[src/rtl/uart_apb_arbiter_if.sv]
// ============================================================================
// Module      : uart_apb_arbiter_if
// Description : Bundle of the requester-side handshake and the APB master bus
//               of uart_apb_arbiter. The "master" modport is the arbiter's
//               view. The "slave" modport is the environment's view, meaning
//               the two requesters plus the uart_top APB slave.
// Revision    : 1.0 - initial release
// ============================================================================
`default_nettype none
`timescale 1ns/1ps

interface uart_apb_arbiter_if #(
    parameter int ADDR_W = 10,
    parameter int DATA_W = 8
);
    // requester side
    logic [1:0]          req_i;
    logic [1:0]          write_i;
    logic [2*ADDR_W-1:0] addr_i;
    logic [2*DATA_W-1:0] wdata_i;
    logic [1:0]          gnt_o;
    logic [1:0]          done_o;
    logic [DATA_W-1:0]   rdata_o;
    logic                err_o;
    // APB side
    logic [ADDR_W-1:0]   PADDR_o;
    logic                PWRITE_o;
    logic [DATA_W-1:0]   PWDATA_o;
    logic                PSEL_o;
    logic                PENABLE_o;
    logic [DATA_W-1:0]   PRDATA_i;
    logic                PREADY_i;
    logic                PSLVERR_i;

    modport master (
        input  req_i, write_i, addr_i, wdata_i,
        output gnt_o, done_o, rdata_o, err_o,
        output PADDR_o, PWRITE_o, PWDATA_o, PSEL_o, PENABLE_o,
        input  PRDATA_i, PREADY_i, PSLVERR_i
    );

    modport slave (
        output req_i, write_i, addr_i, wdata_i,
        input  gnt_o, done_o, rdata_o, err_o,
        input  PADDR_o, PWRITE_o, PWDATA_o, PSEL_o, PENABLE_o,
        output PRDATA_i, PREADY_i, PSLVERR_i
    );
endinterface

`default_nettype wire

[src/rtl/uart_apb_arbiter.sv]
// ============================================================================
// Module      : uart_apb_arbiter
// Description : Round-robin arbiter for two requesters in front of the
//               uart_top APB slave. Runs one SETUP/ACCESS transfer at a time.
//               Supports wait states and aborts with an error when PREADY
//               never arrives.
// Revision    : 1.0 - initial release
// ============================================================================
`default_nettype none
`timescale 1ns/1ps

module uart_apb_arbiter #(
    parameter int ADDR_W  = 10,
    parameter int DATA_W  = 8,
    parameter int TIMEOUT = 16
) (
    input  logic               PCLK_i,
    input  logic               PRESETn_i,
    uart_apb_arbiter_if.master bus
);

    localparam int CNT_W = $clog2(TIMEOUT + 1);

    localparam logic [1:0] C_IDLE   = 2'd0;
    localparam logic [1:0] C_SETUP  = 2'd1;
    localparam logic [1:0] C_ACCESS = 2'd2;
    localparam logic [1:0] C_DONE   = 2'd3;

    localparam logic [CNT_W-1:0] C_CNT_LAST = CNT_W'(TIMEOUT - 1);
    localparam logic [CNT_W-1:0] C_CNT_ONE  = CNT_W'(1);

    logic [1:0]        r_state;
    logic              r_last;
    logic [CNT_W-1:0]  r_cnt;
    logic [1:0]        r_gnt;
    logic [1:0]        r_done;
    logic [DATA_W-1:0] r_rdata;
    logic              r_err;
    logic [ADDR_W-1:0] r_paddr;
    logic              r_pwrite;
    logic [DATA_W-1:0] r_pwdata;
    logic              r_psel;
    logic              r_penable;

    logic              w_win;
    logic [ADDR_W-1:0] w_addr;
    logic [DATA_W-1:0] w_wdata;
    logic              w_write;

    // Round-robin pick: on a tie the requester granted last time loses
    always_comb begin
        w_win = 1'b0;
        case (bus.req_i)
            2'b10:   w_win = 1'b1;
            2'b11:   w_win = ~r_last;
            default: w_win = 1'b0;
        endcase
    end

    // Select the winner's payload slice
    always_comb begin
        w_addr  = w_win ? bus.addr_i[ADDR_W +: ADDR_W]  : bus.addr_i[0 +: ADDR_W];
        w_wdata = w_win ? bus.wdata_i[DATA_W +: DATA_W] : bus.wdata_i[0 +: DATA_W];
        w_write = w_win ? bus.write_i[1]                : bus.write_i[0];
    end

    // Transfer sequencer. Every output comes straight from a flop.
    always_ff @(posedge PCLK_i or negedge PRESETn_i) begin
        if (!PRESETn_i) begin
            r_state   <= C_IDLE;
            r_last    <= 1'b1;
            r_cnt     <= '0;
            r_gnt     <= 2'b00;
            r_done    <= 2'b00;
            r_rdata   <= '0;
            r_err     <= 1'b0;
            r_paddr   <= '0;
            r_pwrite  <= 1'b0;
            r_pwdata  <= '0;
            r_psel    <= 1'b0;
            r_penable <= 1'b0;
        end else begin
            case (r_state)
                C_IDLE: begin
                    if (|bus.req_i) begin
                        r_paddr   <= w_addr;
                        r_pwrite  <= w_write;
                        r_pwdata  <= w_wdata;
                        r_gnt     <= w_win ? 2'b10 : 2'b01;
                        r_last    <= w_win;
                        r_cnt     <= '0;
                        r_psel    <= 1'b1;
                        r_penable <= 1'b0;
                        r_state   <= C_SETUP;
                    end
                end
                C_SETUP: begin
                    r_penable <= 1'b1;
                    r_state   <= C_ACCESS;
                end
                C_ACCESS: begin
                    if (bus.PREADY_i) begin
                        r_rdata   <= r_pwrite ? '0 : bus.PRDATA_i;
                        r_err     <= bus.PSLVERR_i;
                        r_done    <= r_gnt;
                        r_psel    <= 1'b0;
                        r_penable <= 1'b0;
                        r_state   <= C_DONE;
                    end else if (r_cnt == C_CNT_LAST) begin
                        // slave never answered: report it as an error
                        r_rdata   <= '0;
                        r_err     <= 1'b1;
                        r_done    <= r_gnt;
                        r_psel    <= 1'b0;
                        r_penable <= 1'b0;
                        r_state   <= C_DONE;
                    end else begin
                        r_cnt <= r_cnt + C_CNT_ONE;
                    end
                end
                C_DONE: begin
                    // no arbitration here. That is why a requester may drop
                    // req on the edge that samples done.
                    r_gnt   <= 2'b00;
                    r_done  <= 2'b00;
                    r_err   <= 1'b0;
                    r_rdata <= '0;
                    r_state <= C_IDLE;
                end
                default: r_state <= C_IDLE;
            endcase
        end
    end

    assign bus.gnt_o     = r_gnt;
    assign bus.done_o    = r_done;
    assign bus.rdata_o   = r_rdata;
    assign bus.err_o     = r_err;
    assign bus.PADDR_o   = r_paddr;
    assign bus.PWRITE_o  = r_pwrite;
    assign bus.PWDATA_o  = r_pwdata;
    assign bus.PSEL_o    = r_psel;
    assign bus.PENABLE_o = r_penable;

endmodule

`default_nettype wire

[src/flat_wrapper.sv]
// flat-port wrapper written by rule: the top's interface ports become plain ports
module uart_apb_arbiter_flat 
#(
    parameter int ADDR_W  = 10,
    parameter int DATA_W  = 8,
    parameter int TIMEOUT = 16
)
  (PCLK_i, PRESETn_i, bus_req_i, bus_write_i, bus_addr_i, bus_wdata_i, bus_gnt_o, bus_done_o, bus_rdata_o, bus_err_o, bus_PADDR_o, bus_PWRITE_o, bus_PWDATA_o, bus_PSEL_o, bus_PENABLE_o, bus_PRDATA_i, bus_PREADY_i, bus_PSLVERR_i);
  uart_apb_arbiter_if #(.ADDR_W(ADDR_W), .DATA_W(DATA_W)) bus_i ();
  input  logic PCLK_i;
  input  logic PRESETn_i;
  input wire logic [$bits(bus_i.req_i)-1:0] bus_req_i;
  input wire logic [$bits(bus_i.write_i)-1:0] bus_write_i;
  input wire logic [$bits(bus_i.addr_i)-1:0] bus_addr_i;
  input wire logic [$bits(bus_i.wdata_i)-1:0] bus_wdata_i;
  output wire logic [$bits(bus_i.gnt_o)-1:0] bus_gnt_o;
  output wire logic [$bits(bus_i.done_o)-1:0] bus_done_o;
  output wire logic [$bits(bus_i.rdata_o)-1:0] bus_rdata_o;
  output wire logic [$bits(bus_i.err_o)-1:0] bus_err_o;
  output wire logic [$bits(bus_i.PADDR_o)-1:0] bus_PADDR_o;
  output wire logic [$bits(bus_i.PWRITE_o)-1:0] bus_PWRITE_o;
  output wire logic [$bits(bus_i.PWDATA_o)-1:0] bus_PWDATA_o;
  output wire logic [$bits(bus_i.PSEL_o)-1:0] bus_PSEL_o;
  output wire logic [$bits(bus_i.PENABLE_o)-1:0] bus_PENABLE_o;
  input wire logic [$bits(bus_i.PRDATA_i)-1:0] bus_PRDATA_i;
  input wire logic [$bits(bus_i.PREADY_i)-1:0] bus_PREADY_i;
  input wire logic [$bits(bus_i.PSLVERR_i)-1:0] bus_PSLVERR_i;
  assign bus_i.req_i = bus_req_i;
  assign bus_i.write_i = bus_write_i;
  assign bus_i.addr_i = bus_addr_i;
  assign bus_i.wdata_i = bus_wdata_i;
  assign bus_gnt_o = bus_i.gnt_o;
  assign bus_done_o = bus_i.done_o;
  assign bus_rdata_o = bus_i.rdata_o;
  assign bus_err_o = bus_i.err_o;
  assign bus_PADDR_o = bus_i.PADDR_o;
  assign bus_PWRITE_o = bus_i.PWRITE_o;
  assign bus_PWDATA_o = bus_i.PWDATA_o;
  assign bus_PSEL_o = bus_i.PSEL_o;
  assign bus_PENABLE_o = bus_i.PENABLE_o;
  assign bus_i.PRDATA_i = bus_PRDATA_i;
  assign bus_i.PREADY_i = bus_PREADY_i;
  assign bus_i.PSLVERR_i = bus_PSLVERR_i;
  uart_apb_arbiter #(.ADDR_W(ADDR_W), .DATA_W(DATA_W), .TIMEOUT(TIMEOUT)) u_core (.PCLK_i(PCLK_i), .PRESETn_i(PRESETn_i), .bus(bus_i));
endmodule
[config.mk]
export PLATFORM = sky130hd
export DESIGN_NAME = uart_apb_arbiter_flat
export DESIGN_NICKNAME = d
export VERILOG_FILES = /design/src/rtl/uart_apb_arbiter_if.sv /design/src/rtl/uart_apb_arbiter.sv /design/src/flat_wrapper.sv
export SDC_FILE = /design/constraint.sdc
export NUM_CORES = 1
export LEC_CHECK = 0
export ABC_AREA = 1
export CAP_MARGIN = 20
export CORE_MARGIN = 2
export CORE_UTILIZATION = 25
export CTS_CLUSTER_SIZE = 16
export DETAILED_ROUTE_END_ITERATION = 16
export HOLD_SLACK_MARGIN = 0.02
export PLACE_DENSITY = 0.63
export RECOVER_POWER = 50
export SYNTH_ARGS = -nofsm -noshare
export SYNTH_HDL_FRONTEND = slang
export SYNTH_SLANG_ARGS = --single-unit
export TNS_END_PERCENT = 50
[constraint.sdc]
create_clock -name PCLK_i -period 2.24 [get_ports PCLK_i]
set_input_delay 0.56 -clock PCLK_i [delete_from_list [all_inputs] [get_ports PCLK_i]]
set_output_delay 0.56 -clock PCLK_i [all_outputs]
set_load 0.02 [all_outputs]
Word-level counts from Yosys, hierarchy flattened

Cells that the tools add are included.

Reductions and logical operators: 13
Bitwise gates (word level): 1
Equality and inequality tests: 10
$add $sub $neg: 1
Muxes and demuxes: 31

Operators by type and width:

| operator            | count |
|---|---|
| $mux 8              | 4 |
| $pmux 8 s2          | 1 |
| $mux 5              | 3 |
| $mux 2              | 7 |
| $mux 10             | 1 |
| $pmux 5 s2          | 1 |
| $eq 2x2->1 const B  | 4 |
| $pmux 2 s2          | 2 |
| $pmux 2 s4          | 1 |
| $reduce_and 2->1    | 4 |
| $mux 1              | 7 |
| $pmux 1 s2          | 3 |
| $reduce_and 3->1    | 2 |
| $reduce_bool 2->1   | 3 |
| $add 5x1->5 const B | 1 |
| $eq 5x4->1 const B  | 1 |
| $ne 2x2->1 const B  | 2 |
| $reduce_and 4->1    | 1 |
| $ne 3x2->1 const B  | 1 |
| $pmux 1 s3          | 1 |
| $reduce_bool 3->1   | 1 |
| $eq 2x1->1 const B  | 1 |
| $logic_not 2->1     | 1 |
| $ne 2x1->1 const B  | 1 |
| 2 further kinds     | 2 |

Flip-flop bits (word level): 42
Word-level logic and storage cells: 68
Output and inout bits: 34
Bits of input ports: 52

Longest topological paths before layout

Depth after elaboration: 5
Mapped depth: 11
Depth with buffers taken out: 11

Least setup slack after synthesis

Ideal clock, no wire load.

Kind: flip-flop to flip-flop
Start point: register u_core.r_cnt[0]
End point: register u_core.r_rdata[6], in the netlist u_core.bus.rdata_o[6]
Period minus slack after synthesis: 1.624 ns
Arrival: 1.503 ns
Required time: 2.119 ns
Slack: 0.616 ns
Stages on the path, launching flop included: 10
Setup time: 0.121 ns
Cell sequence: dfrtp_1 -> ha_1 -> nand2_1 -> nor2_1 -> ha_1 -> o21ai_4 -> nand2_4 -> buf_6 -> nor2_1 -> a21oi_1

Cells in the longest elaborated chain, start to end: 3

Ends and longest elaborated chain:

| what                       | RTL line                | text |
|---|---|---|
| start, declared            | uart_apb_arbiter.sv:34  | `logic [CNT_W-1:0] r_cnt;` |
| start signal, assigned     | uart_apb_arbiter.sv:118 | `r_cnt <= r_cnt + C_CNT_ONE;` |
| $eq 5x4->1                 | uart_apb_arbiter.sv:109 | `end else if (r_cnt == C_CNT_LAST) begin` |
| $ne 3x2->1 (no line)       | n/a                     |  |
| $reduce_and 2->1 (no line) | n/a                     |  |
| end signal, assigned       | uart_apb_arbiter.sv:103 | `r_rdata <= r_pwrite ? '0 : bus.PRDATA_i;` |
| end, declared              | uart_apb_arbiter.sv:37  | `logic [DATA_W-1:0] r_rdata;` |

No other way between the ends.
A chain may end at the register's enable or synchronous reset.

Worst setup path in the final report

Start point: input port bus_req_i[0]
End point: register u_core.r_paddr[9], in the netlist u_core.bus.PADDR_o[9]

Cells in the longest elaborated chain, start to end: 3
Elaborated cells on any way between the ends: 6
Classes of those cells: eq/ne (2); mux (2); reduce/logical (2)

Ends and longest elaborated chain:

| what                 | RTL line               | text |
|---|---|---|
| start, declared      | flat_wrapper.sv:12     | `input wire logic [$bits(bus_i.req_i)-1:0] bus_req_i;` |
| $eq 2x2->1           | uart_apb_arbiter.sv:53 | `case (bus.req_i)` |
| $pmux 1 s2           | uart_apb_arbiter.sv:53 |  |
| $mux 10              | uart_apb_arbiter.sv:62 | `w_addr = w_win ? bus.addr_i[ADDR_W +: ADDR_W] : bus.addr_i[0 +: ADDR_W];` |
| end signal, assigned | uart_apb_arbiter.sv:86 | `r_paddr <= w_addr;` |
| end, declared        | uart_apb_arbiter.sv:39 | `logic [ADDR_W-1:0] r_paddr;` |

Several ways; a longest one is shown, not always the timed one.

==> results.md <==
* Layout area overhead at 51.80%
* Die ar. at 8943 sq um
* Root buffer cell: clkbuf_8
* IO Port Bufs at 85
* Top FF cell, synth: dfrtp_1
* Router iterations before antenna repair at 4
* Bufs on Longest Clock Path at 2
* Num CTS Buffers at 5
* Overall Global Routing Usage at 0.1203
* Crit Path Category: in -> reg
* Synth Area per Inst at 8.336 sq um
* Initial Utilization at 0.2534
* Syn Inst Count at 246
* Max Cap Viol at 0
* Vias per cell at around 4.3
* Ant diodes at 0
* Sequential fraction of the synthesis area at 0.5131
* Initial antenna violation count at 0
* Core box area at 8093 sq um
* Fin crit period at 1889 ps
* R2r setup slk at roughly 470 ps
* Worst-Margin Slew at 1187 ps
* Cell Chain, Critical Path: clkdlybuf4s50_1, o21ai_0, clkbuf_2, nand2_1, nand3_1
* Pre-CTS setup slack at 274.3 ps
* Post-synth EDFFs at 0
* CP delay by family, top: buffers and inverters
* Stages on worst setup path at 5
* Synthesized area at approximately 2100 sq um
* Post-DP Area at 3022 sq um
* Nets at 393
* CP Capture Type: flip-flop
* Critical Path Sink: u_core.bus.PADDR_o[9]
* Post-CTS Setup Bufs at 0
* Design Power at 4050 uW
* Status: completed
* R2R Path End: u_core.r_cnt[1]
* Via count at roughly 1900
* RSZ-0062 raised after global routing: false
* Final hold slack at 481.8 ps
* Starting DRT DRC Count at 57
* Critical R2R Launch: u_core.r_cnt[0]
* Clock-pin slew on the worst setup and hold paths at 80 ps
* Die X at 94.57 um
* Slowest library cell on the worst path: clkbuf_2
* Synth top cells by count: nand2_1 (88), dfrtp_1 (41), inv_1 (25), nor2_1 (14), o211ai_1 (14)
* Crit. Startpoint: bus_req_i[0]
* Final WL at 5036 um
* Ys async rst share at 1.000
* CTS tree: yes
* Largest net degree at the start of global routing at 30
* Clock sink count at between 40 and 50
* Setup TNS at 0 ps
* Max Slew Vio Count at 0
* Final Cycle Share at 0.8434
* Rel. slew slack at 0.2084
* CP max stage delay at 470 ps
* Clk_lat worst skew at a little under 300 ps
* Number of gates resized after CTS at 0
* Syn_nets at ~300
* Layout cells sized above 1 at 0.05970
* Setup WS post-layout at ~350 ps
* Synth area leaders: dfrtp_1 (50%), nand2_1 (16%), o211ai_1 (5.1%)
* I/O pin total at 86
* Row cnt at 33
* Worst path bufs/invs at 2
* Yosys warnings at 0
* Yosys top cell area share at 0.5003
* H-tree depth at 2
* Post-synth cell types at 26
* Final setup skew at 6.825 ps
* Startpoint types: primary input
* Global-route wire length before repair at 8514 um
* Area leader, netlist: dfrtp_1
* Peak supply drop at 0.0004204 V
* DR DRC count at 0
* PwrDens at ~1300 nW/um^2
* Final Hold Viols at 0
* Finished layout cell area at between 3000 and 4000 sq um
* Antenna Violating Nets Remaining at 0
* Arrival time of the worst setup path at 2120 ps
* Fmax at 529.3 MHz
* Synth Register Bits at 42
* Cts hold-fix bufs at 0
* WL/cell at 11.45 um
* Worst hold path class: reg -> reg
* Reg2reg path depth at 8
* Routability cong. at between 0.6 and 0.7
* Pleak at 0.001444 uW
* Final setup violation count at 0
* Critical path peak fanout at 21
* Via count of the first global-routing pass at 1875
* Dpl hpwl at 3864 um
* Cell with the most instances after synthesis: nand2_1
* Overall die height at 94.57 um
* Total global routing overflow at 0
* Worst path required time at 2470 ps
==> layout make-up <==
class | count | area, sq um
Sequential cell | 42 | 1052
Clock inverter | 1 | 30.03
Tap cell | 105 | 131.4
Timing Repair Buffer | 89 | 869.6
Multi-Input combinational cell | 168 | 838.3
Clock buffer | 7 | 86.33
Inverter | 28 | 105.1
Fill cell | 830 | 4980
==> layer usage <==
layer  GRT usage  wire, um
met5           0         0
met4     0.02536        41
met3     0.04150       454
met2      0.2012      2286
met1      0.1510      2253
==> report_power, final <==
part	switching [uW]	internal (uW)	total, uW
clock network	257	364	621
registers	206	1120	1320
logic	1180	922	2110
total	1650	2400	4050
==> tightest hold or removal path, cell delays in order, from the launching register on <==
cell     delay [ps]
dfrtp_1         350
nand2_1          50
nand2_1          50
==> logic make-up after synthesis <==
| family | synth area share |
|---|---|
| AO/OA/AOI/OAI | 0.1232 |
| adder cells (fa/ha/maj) | 0.04271 |
| buffers and inverters | 0.07505 |
| flip-flops | 0.5131 |
| AND/OR/NAND/NOR | 0.2459 |
==> worst min path at each step <==
stage / startpoint / cells past startpoint / endpoint
2_1_floorplan: PRESETn_i / 0 / u_core.bus.PADDR_o[0]
3_3_place_gp: u_core.bus.PSEL_o / 2 / u_core.bus.PSEL_o
3_5_place_dp: u_core.bus.PSEL_o / 2 / u_core.bus.PSEL_o
4_1_cts: PRESETn_i / 1 / u_core.bus.rdata_o[3]
5_1_grt: u_core.bus.PADDR_o[2] / 2 / u_core.bus.PADDR_o[2]
6_report: u_core.bus.PADDR_o[5] / 2 / u_core.bus.PADDR_o[5]
==> metrics by stage <==
stage | std cells | util
3_3_place_gp | 432 | 0.3734
2_1_floorplan | 246 | -
4_1_cts | 440 | 0.3878
5_1_grt | 440 | 0.3847
6_report | 440 | 0.3847
3_5_place_dp | 432 | 0.3734
==> registers in the layout (all words and copies together) (netlist names) <==
signal,count
u_core.bus.PADDR_o,10
u_core.bus.PENABLE_o,1
u_core.bus.PSEL_o,1
u_core.bus.PWDATA_o,8
u_core.bus.PWRITE_o,1
u_core.bus.done_o,2
u_core.bus.err_o,1
u_core.bus.gnt_o,2
u_core.bus.rdata_o,8
u_core.r_cnt,5
u_core.r_last,1
u_core.r_state,2
==> placed cells by master (no fill, tap or decap), types with 2 or more instances in the layout <==
master	Yosys	routed
nand2_1	88	88
o31ai_1	3	3
inv_2	2	2
clkbuf_1	0	2
inv_1	25	25
clkdlybuf4s50_1	0	84
a21oi_1	8	8
dfrtp_1	41	41
nor2_1	14	15
clkbuf_8	0	6
buf_4	1	2
nand3_1	13	13
ha_1	7	7
o21ai_0	11	12
o211ai_1	14	14
clkbuf_2	0	2
No activity file was read; power rests on OpenSTA's default activity.
